`src/rtl/downsampler_2x2.sv`:
```
// downsampler_2x2
//   Halves a raster-order camera stream in both axes, producing one output
//   pixel per 2x2 input block for the downstream half-resolution FIFO.
//
//   Build option DS_AVERAGE_EN:
//     defined   -> rounded 2x2 box average. A half-width line buffer holds the
//                  horizontal pair sums of each even row.
//     undefined -> pure decimation. The even-row/even-col pixel of each block
//                  is held in a half-width 8-bit buffer and emitted at the
//                  block's odd-row/odd-col pixel.
//
//   Ports
//     clock, reset      : system clock, synchronous active-high reset
//     in_valid, in_data : input pixel and its qualifier
//     in_sof            : start of frame; forces the current pixel to (0,0)
//     fifo_full         : downstream FIFO full; a result is dropped when high
//     out_valid         : FIFO write strobe, one pulse per result
//     out_data          : result pixel
//     out_colcount      : output column of out_data
//     out_rowcount      : output row of out_data
//     overflow          : sticky flag, set when a result is dropped
//     frame_done        : pulses with the last result slot of a frame
module downsampler_2x2 #(
  parameter int IN_COLS = 800,
  parameter int IN_ROWS = 600,
  parameter int CNT_W   = 10
) (
  input  logic             clock,
  input  logic             reset,
  input  logic             in_valid,
  input  logic [7:0]       in_data,
  input  logic             in_sof,
  input  logic             fifo_full,
  output logic             out_valid,
  output logic [7:0]       out_data,
  output logic [CNT_W-1:0] out_colcount,
  output logic [CNT_W-1:0] out_rowcount,
  output logic             overflow,
  output logic             frame_done
);

  localparam int HALF_COLS = IN_COLS / 2;
  localparam int LB_AW     = (HALF_COLS > 1) ? $clog2(HALF_COLS) : 1;

  localparam logic [CNT_W-1:0] LAST_COL = CNT_W'(IN_COLS - 1);
  localparam logic [CNT_W-1:0] LAST_ROW = CNT_W'(IN_ROWS - 1);
  localparam logic [CNT_W-1:0] CNT_ZERO = {CNT_W{1'b0}};
  localparam logic [CNT_W-1:0] CNT_ONE  = {{(CNT_W-1){1'b0}}, 1'b1};

  logic [CNT_W-1:0] col_q, col_d, row_q, row_d;
  logic [CNT_W-1:0] cur_col_s, cur_row_s;
  logic [LB_AW-1:0] lb_addr_s;
  logic             qualify_s, last_s, drop_s;
  logic [7:0]       result_s;

  logic             pend_q, pend_d;
  logic [7:0]       out_data_q, out_data_d;
  logic [CNT_W-1:0] out_col_q, out_col_d, out_row_q, out_row_d;
  logic             overflow_q, overflow_d;
  logic             frame_done_q, frame_done_d;

  // Effective coordinates of the current pixel; a valid start-of-frame forces (0,0).
  always_comb begin
    if (in_valid && in_sof) begin
      cur_col_s = CNT_ZERO;
      cur_row_s = CNT_ZERO;
    end else begin
      cur_col_s = col_q;
      cur_row_s = row_q;
    end
    lb_addr_s = cur_col_s[LB_AW:1];
  end

`ifdef DS_AVERAGE_EN
  logic [7:0] latch_q, latch_d;
  logic [8:0] hsum_s;
  logic [9:0] total_s, rounded_s;
  logic       lb_we_s;
  logic [8:0] linebuf_q [0:HALF_COLS-1];

  // Horizontal pair sum, vertical block total and round-half-up average.
  always_comb begin
    if (in_valid && !cur_col_s[0]) begin
      latch_d = in_data;
    end else begin
      latch_d = latch_q;
    end
    hsum_s    = {1'b0, latch_q} + {1'b0, in_data};
    total_s   = {1'b0, hsum_s} + {1'b0, linebuf_q[lb_addr_s]};
    // Maximum total is 1020, so +2 still fits in 10 bits.
    rounded_s = total_s + 10'd2;
    result_s  = rounded_s[9:2];
    lb_we_s   = in_valid && !cur_row_s[0] && cur_col_s[0];
  end

  // Even-column pixel latch.
  always_ff @(posedge clock) begin
    if (reset) begin
      latch_q <= 8'd0;
    end else begin
      latch_q <= latch_d;
    end
  end

  // Line buffer of even-row pair sums; contents need no reset.
  always_ff @(posedge clock) begin
    if (lb_we_s) begin
      linebuf_q[lb_addr_s] <= hsum_s;
    end
  end
`else
  logic       sb_we_s;
  logic [7:0] sampbuf_q [0:HALF_COLS-1];

  // Decimation: keep each block's top-left pixel until its bottom-right pixel.
  always_comb begin
    sb_we_s  = in_valid && !cur_row_s[0] && !cur_col_s[0];
    result_s = sampbuf_q[lb_addr_s];
  end

  // Half-width buffer of held top-left samples; contents need no reset.
  always_ff @(posedge clock) begin
    if (sb_we_s) begin
      sampbuf_q[lb_addr_s] <= in_data;
    end
  end
`endif

  // Raster counters and next-state of the output registers.
  always_comb begin
    if (in_valid) begin
      if (cur_col_s == LAST_COL) begin
        col_d = CNT_ZERO;
        if (cur_row_s == LAST_ROW) begin
          row_d = CNT_ZERO;
        end else begin
          row_d = cur_row_s + CNT_ONE;
        end
      end else begin
        col_d = cur_col_s + CNT_ONE;
        row_d = cur_row_s;
      end
    end else begin
      col_d = col_q;
      row_d = row_q;
    end

    qualify_s = in_valid && cur_row_s[0] && cur_col_s[0];
    last_s    = in_valid && (cur_col_s == LAST_COL) && (cur_row_s == LAST_ROW);
    // A pending result is lost if the FIFO is full in the cycle it would be written.
    drop_s    = pend_q && fifo_full;

    pend_d       = qualify_s;
    frame_done_d = last_s;
    overflow_d   = overflow_q || drop_s;
    if (qualify_s) begin
      out_data_d = result_s;
      out_col_d  = {1'b0, cur_col_s[CNT_W-1:1]};
      out_row_d  = {1'b0, cur_row_s[CNT_W-1:1]};
    end else begin
      out_data_d = out_data_q;
      out_col_d  = out_col_q;
      out_row_d  = out_row_q;
    end
  end

  // State and output registers.
  always_ff @(posedge clock) begin
    if (reset) begin
      col_q        <= CNT_ZERO;
      row_q        <= CNT_ZERO;
      pend_q       <= 1'b0;
      out_data_q   <= 8'd0;
      out_col_q    <= CNT_ZERO;
      out_row_q    <= CNT_ZERO;
      overflow_q   <= 1'b0;
      frame_done_q <= 1'b0;
    end else begin
      col_q        <= col_d;
      row_q        <= row_d;
      pend_q       <= pend_d;
      out_data_q   <= out_data_d;
      out_col_q    <= out_col_d;
      out_row_q    <= out_row_d;
      overflow_q   <= overflow_d;
      frame_done_q <= frame_done_d;
    end
  end

  // The write strobe is the registered pending flag gated by the live full flag,
  // and overflow reads high from the very cycle a result is dropped.
  assign out_valid    = pend_q && !fifo_full;
  assign overflow     = overflow_q || drop_s;
  assign out_data     = out_data_q;
  assign out_colcount = out_col_q;
  assign out_rowcount = out_row_q;
  assign frame_done   = frame_done_q;

endmodule

```
`config.mk`:
```
export PLATFORM = sky130hd
export DESIGN_NAME = downsampler_2x2
export DESIGN_NICKNAME = d
export VERILOG_FILES = /design/src/rtl/downsampler_2x2.sv
export SDC_FILE = /design/constraint.sdc
export NUM_CORES = 2
export LEC_CHECK = 0
export CORE_MARGIN = 5
export CORE_UTILIZATION = 40
export CTS_CLUSTER_DIAMETER = 150
export CTS_CLUSTER_SIZE = 24
export DETAILED_ROUTE_END_ITERATION = 12
export PLACE_DENSITY = 0.52
export SYNTH_ARGS = -nofsm -noshare
export SYNTH_HDL_FRONTEND = slang
export SYNTH_SLANG_ARGS = --single-unit
export TNS_END_PERCENT = 5
```
`constraint.sdc`:
```
create_clock -name clock -period 4.2 [get_ports clock]
set_clock_uncertainty 0.15 [all_clocks]
set_input_delay 0.84 -clock clock [delete_from_list [all_inputs] [get_ports clock]]
set_output_delay 0.84 -clock clock [all_outputs]
set_load 0.01 [all_outputs]
```
==> out/metrics.yaml <==
status: "finished with violations"
violations: "setup timing"
gp_congestion: 0.904
transition_time_of_the_tightest_slew_check_pin_ns: 1.16
die-height_um: 559
switching_power_w: 0.0112
grt_pass1_wl_mm: 539
routed_wirelength_mm: 379
static_leakage_nw: 46.2
post-place-ws_ns: -1.60
critPathLaunchType: "input pin"
clkSlewWorstSetupHoldPaths_ns: 0.10
hold_path.class: "in -> reg"
relSlewSlack: 0.219
launch_instance_of_the_worst_register_to_register_path: "col_q[1]$_SDFFE_PP0P_"
seq_area_frac_synth: 0.806
vias_per_cell: 6.01
yosysTopAreaCellShare: 0.798
rsz0062_at_grt: "true"
clock_power_share: 0.309
instances_no_fill: 12400
power_per_cell_area_nw_per_um2: 384
number_of_i_o_port_buffers: 41
slew_viol_final: 0
die_area_um2: 312000
areaGrowthSynthToFinish_pct: 17.3
place_hpwl_mm: 247
detail-route-antenna-nets: 0
setup_slack_ns: -0.0351
synth_top_cells_by_area: "edfxtp_1, a222oi_1, a21oi_1, nand2_1, a22oi_1"
type_of_the_worst_setup_path: "in -> reg"
p_total_w: 0.0543
synth_async_sr_flop_share: 0
detailedRoute.firstIterationViolations: 12100
post_cts_hold_buffer_count: 0
cts_tree: "done"
drc_errors: 0
yosys_warnings: 0
combPwrFrac: 0.036
clock-root-buffer: "clkbuf_16"
fin_crit_sh: 1.01
setup_violations: 2
timing_hold_violations_final: 0
clock_latency_ns: 0.88
boundaryPins: 44
post_synth_instance_area_um2: 120000
critical_path_rt_ns: 4.83
floorplan.initialDensity: 0.402
multi_input_area_um2: 21100
first_global_vias: 73000
nets: 8432
timing.max_cap.violations: 0
synth_enable_flop_cells: 3200
critical_path_arrival_ns: 4.87
cts_htree_levels: 4
num-fill-cells: 25600
timing.reg2reg.setup_slack_ns: 0.06
post_synth.cell_area_avg_um2: 16.5
grt_antenna_before_repair: 13
crit_path_start: "in_valid"
synth_ff_type: "edfxtp_1"
seqCellArea_um2: 97100
power.share.switching: 0.207
wire_per_inst_um: 30.5
max-clock-path-buffers: 4
post_route_cells_drive_above_1_share: 0.204
clock.fmax_ghz: 0.236
track_usage: 0.236
p_int_w: 0.0431
globalRoute.totalOverflow: 0
rows: 201
clkSinkCount: 3249
endpoint_kind: "register"
sequentialPowerShare: 0.655
synthesized_flop_and_latch_total: 3249
vias: 74600
cts_inserted_buffers: 157
final.min_clock_period_ns: 4.24
path_max_fanout: 11
die_x_um: 559
dp.cells: 12200
max_vdd_drop_mv: 0.283
largest_net_degree_at_the_start_of_global_routing: 135
drt_pass1_iterations: 11
core_outline_area_um2: 300000
yosysUniqueCellTypes: 73
yosysTopAreaCell: "edfxtp_1"
hp-start: "in_data[6]"
syn_inst: 7296
kinds of logic after synthesis:
group           count (synthesis)  synth area share
buf+inv                       563            0.0211
fa+ha+maj                       2          0.000208
mux                            24           0.00219
xor+xnor                        1         0.0000727
simple gates                 1472            0.0514
other cells                     1         0.0000311
flops                        3249             0.806
compound gates               1984             0.119
path summary, 6_finish.rpt:
kind / depth (start not counted) / endpoint
setup / recovery: 15 / out_data[1]$_SDFFE_PP0P_
hold / removal: 1 / sampbuf_q[149][6]$_DFFE_PP_
setup reg to reg: 14 / out_data[5]$_SDFFE_PP0P_
hold reg to reg: 2 / out_rowcount[1]$_SDFFE_PP0P_
power by group through the flow:
stage / clock network (W) / logic, W / registers (W)
6_report: 0.0168 / 0.00196 / 0.0356
5_1_grt: 0.0183 / 0.00207 / 0.0356
4_1_cts: 0.0172 / 0.00196 / 0.0356
3_3_place_gp: 0 / 0.00193 / 0.0363
2_1_floorplan: 0 / 0.000610 / 0.0363
3_5_place_dp: 0 / 0.00195 / 0.0363
Yosys cell counts, types with 4 or more instances:
cell / number
nor3_1: 13
mux2i_1: 14
buf_2: 263
nor2_1: 464
a21o_1: 5
nor4_1: 158
o21ai_0: 40
a32oi_1: 11
a311oi_1: 4
o211ai_1: 11
dfxtp_1: 49
nand3_1: 52
o41ai_1: 31
o22ai_1: 73
a22oi_1: 300
and2_1: 5
clkbuf_1: 238
edfxtp_1: 3200
nand4_1: 9
nor2b_1: 5
a221oi_1: 7
a21oi_1: 823
nand2_1: 729
or4_1: 6
o22a_1: 5
buf_1: 34
mux2_2: 9
a222oi_1: 630
or3_1: 6
buf_4: 20
o31ai_1: 4
or2_2: 4
o221ai_1: 5
and3_1: 7
layout by cell type (no fill, tap or decap), types with 12 or more instances in the layout:
| master | instances |
|---|---|
| nor2_1 | 460 |
| clkbuf_16 | 159 |
| nand3_1 | 50 |
| o22ai_1 | 72 |
| clkbuf_1 | 25 |
| mux2i_1 | 14 |
| o41ai_1 | 29 |
| buf_12 | 185 |
| o21ai_0 | 34 |
| clkdlybuf4s50_1 | 32 |
| dfxtp_1 | 48 |
| a22oi_1 | 300 |
| a222oi_1 | 630 |
| nand2_1 | 712 |
| buf_4 | 1293 |
| nor3_1 | 12 |
| nor4_1 | 153 |
| nand2_4 | 16 |
| edfxtp_1 | 3200 |
| a21oi_1 | 822 |
routing by layer:
layer | part of all wire | global-route usage | up-vias
met1 | 0.42 | 0.345 | 38600
met5 | 0.000034 | 0 | -
met3 | 0.081 | 0.0338 | 458
met4 | 0.030 | 0.0616 | 2
li1 | - | - | 31900
met2 | 0.47 | 0.374 | 3593
sequential cells by signal, summed over array words and instances, names as in the netlist:
signal,flops
sampbuf_q,3200
col_q,10
row_q,10
out_colcount,9
out_rowcount,9
out_data,8
frame_done,1
overflow_q,1
pend_q,1
final cells by class:
cell class	count	share of cell area
clock buffers	184	0.0288
inverters	5	0.000133
flip-flops and latches	3249	0.687
well taps	3958	0.0351
diodes	5	0.0000886
multi-input cells	3485	0.150
clock inverters	10	0.000939
repair buffers	1519	0.0981
critical path: stages:
cell	delay, ns
clkdlybuf4s50_1	0.46
buf_4	0.18
a21bo_2	0.25
nor2_4	0.13
buf_4	0.18
buf_12	0.14
buf_4	0.17
a222oi_1	0.32
a21oi_1	0.16
nor4_1	0.87
o21ai_0	0.23
o22ai_2	0.40
buf_4	0.18
nand2_1	0.06
a41o_1	0.26
metrics by stage:
stage | util | hold WS (ns) | area [um^2] | setup TNS [ns]
after detailed placement | 0.457 | 0.304 | 137000 | -165.06
after global placement | 0.457 | 0.300 | 137000 | -162.35
after global routing | 0.471 | 0.157 | 141000 | -0.110
after floorplan | - | 0.303 | 120000 | 0
after CTS | 0.471 | 0.132 | 141000 | -0.0905
final | 0.471 | 0.189 | 141000 | -0.0446
repair_timing:
item | in CTS | in global routing
setup endpoints to repair | 5 | 6
pin swaps | 1 | 6
gates resized for setup | 12 | 11
buffers inserted | 2 | 1
(Power assumes the default switching activity.)
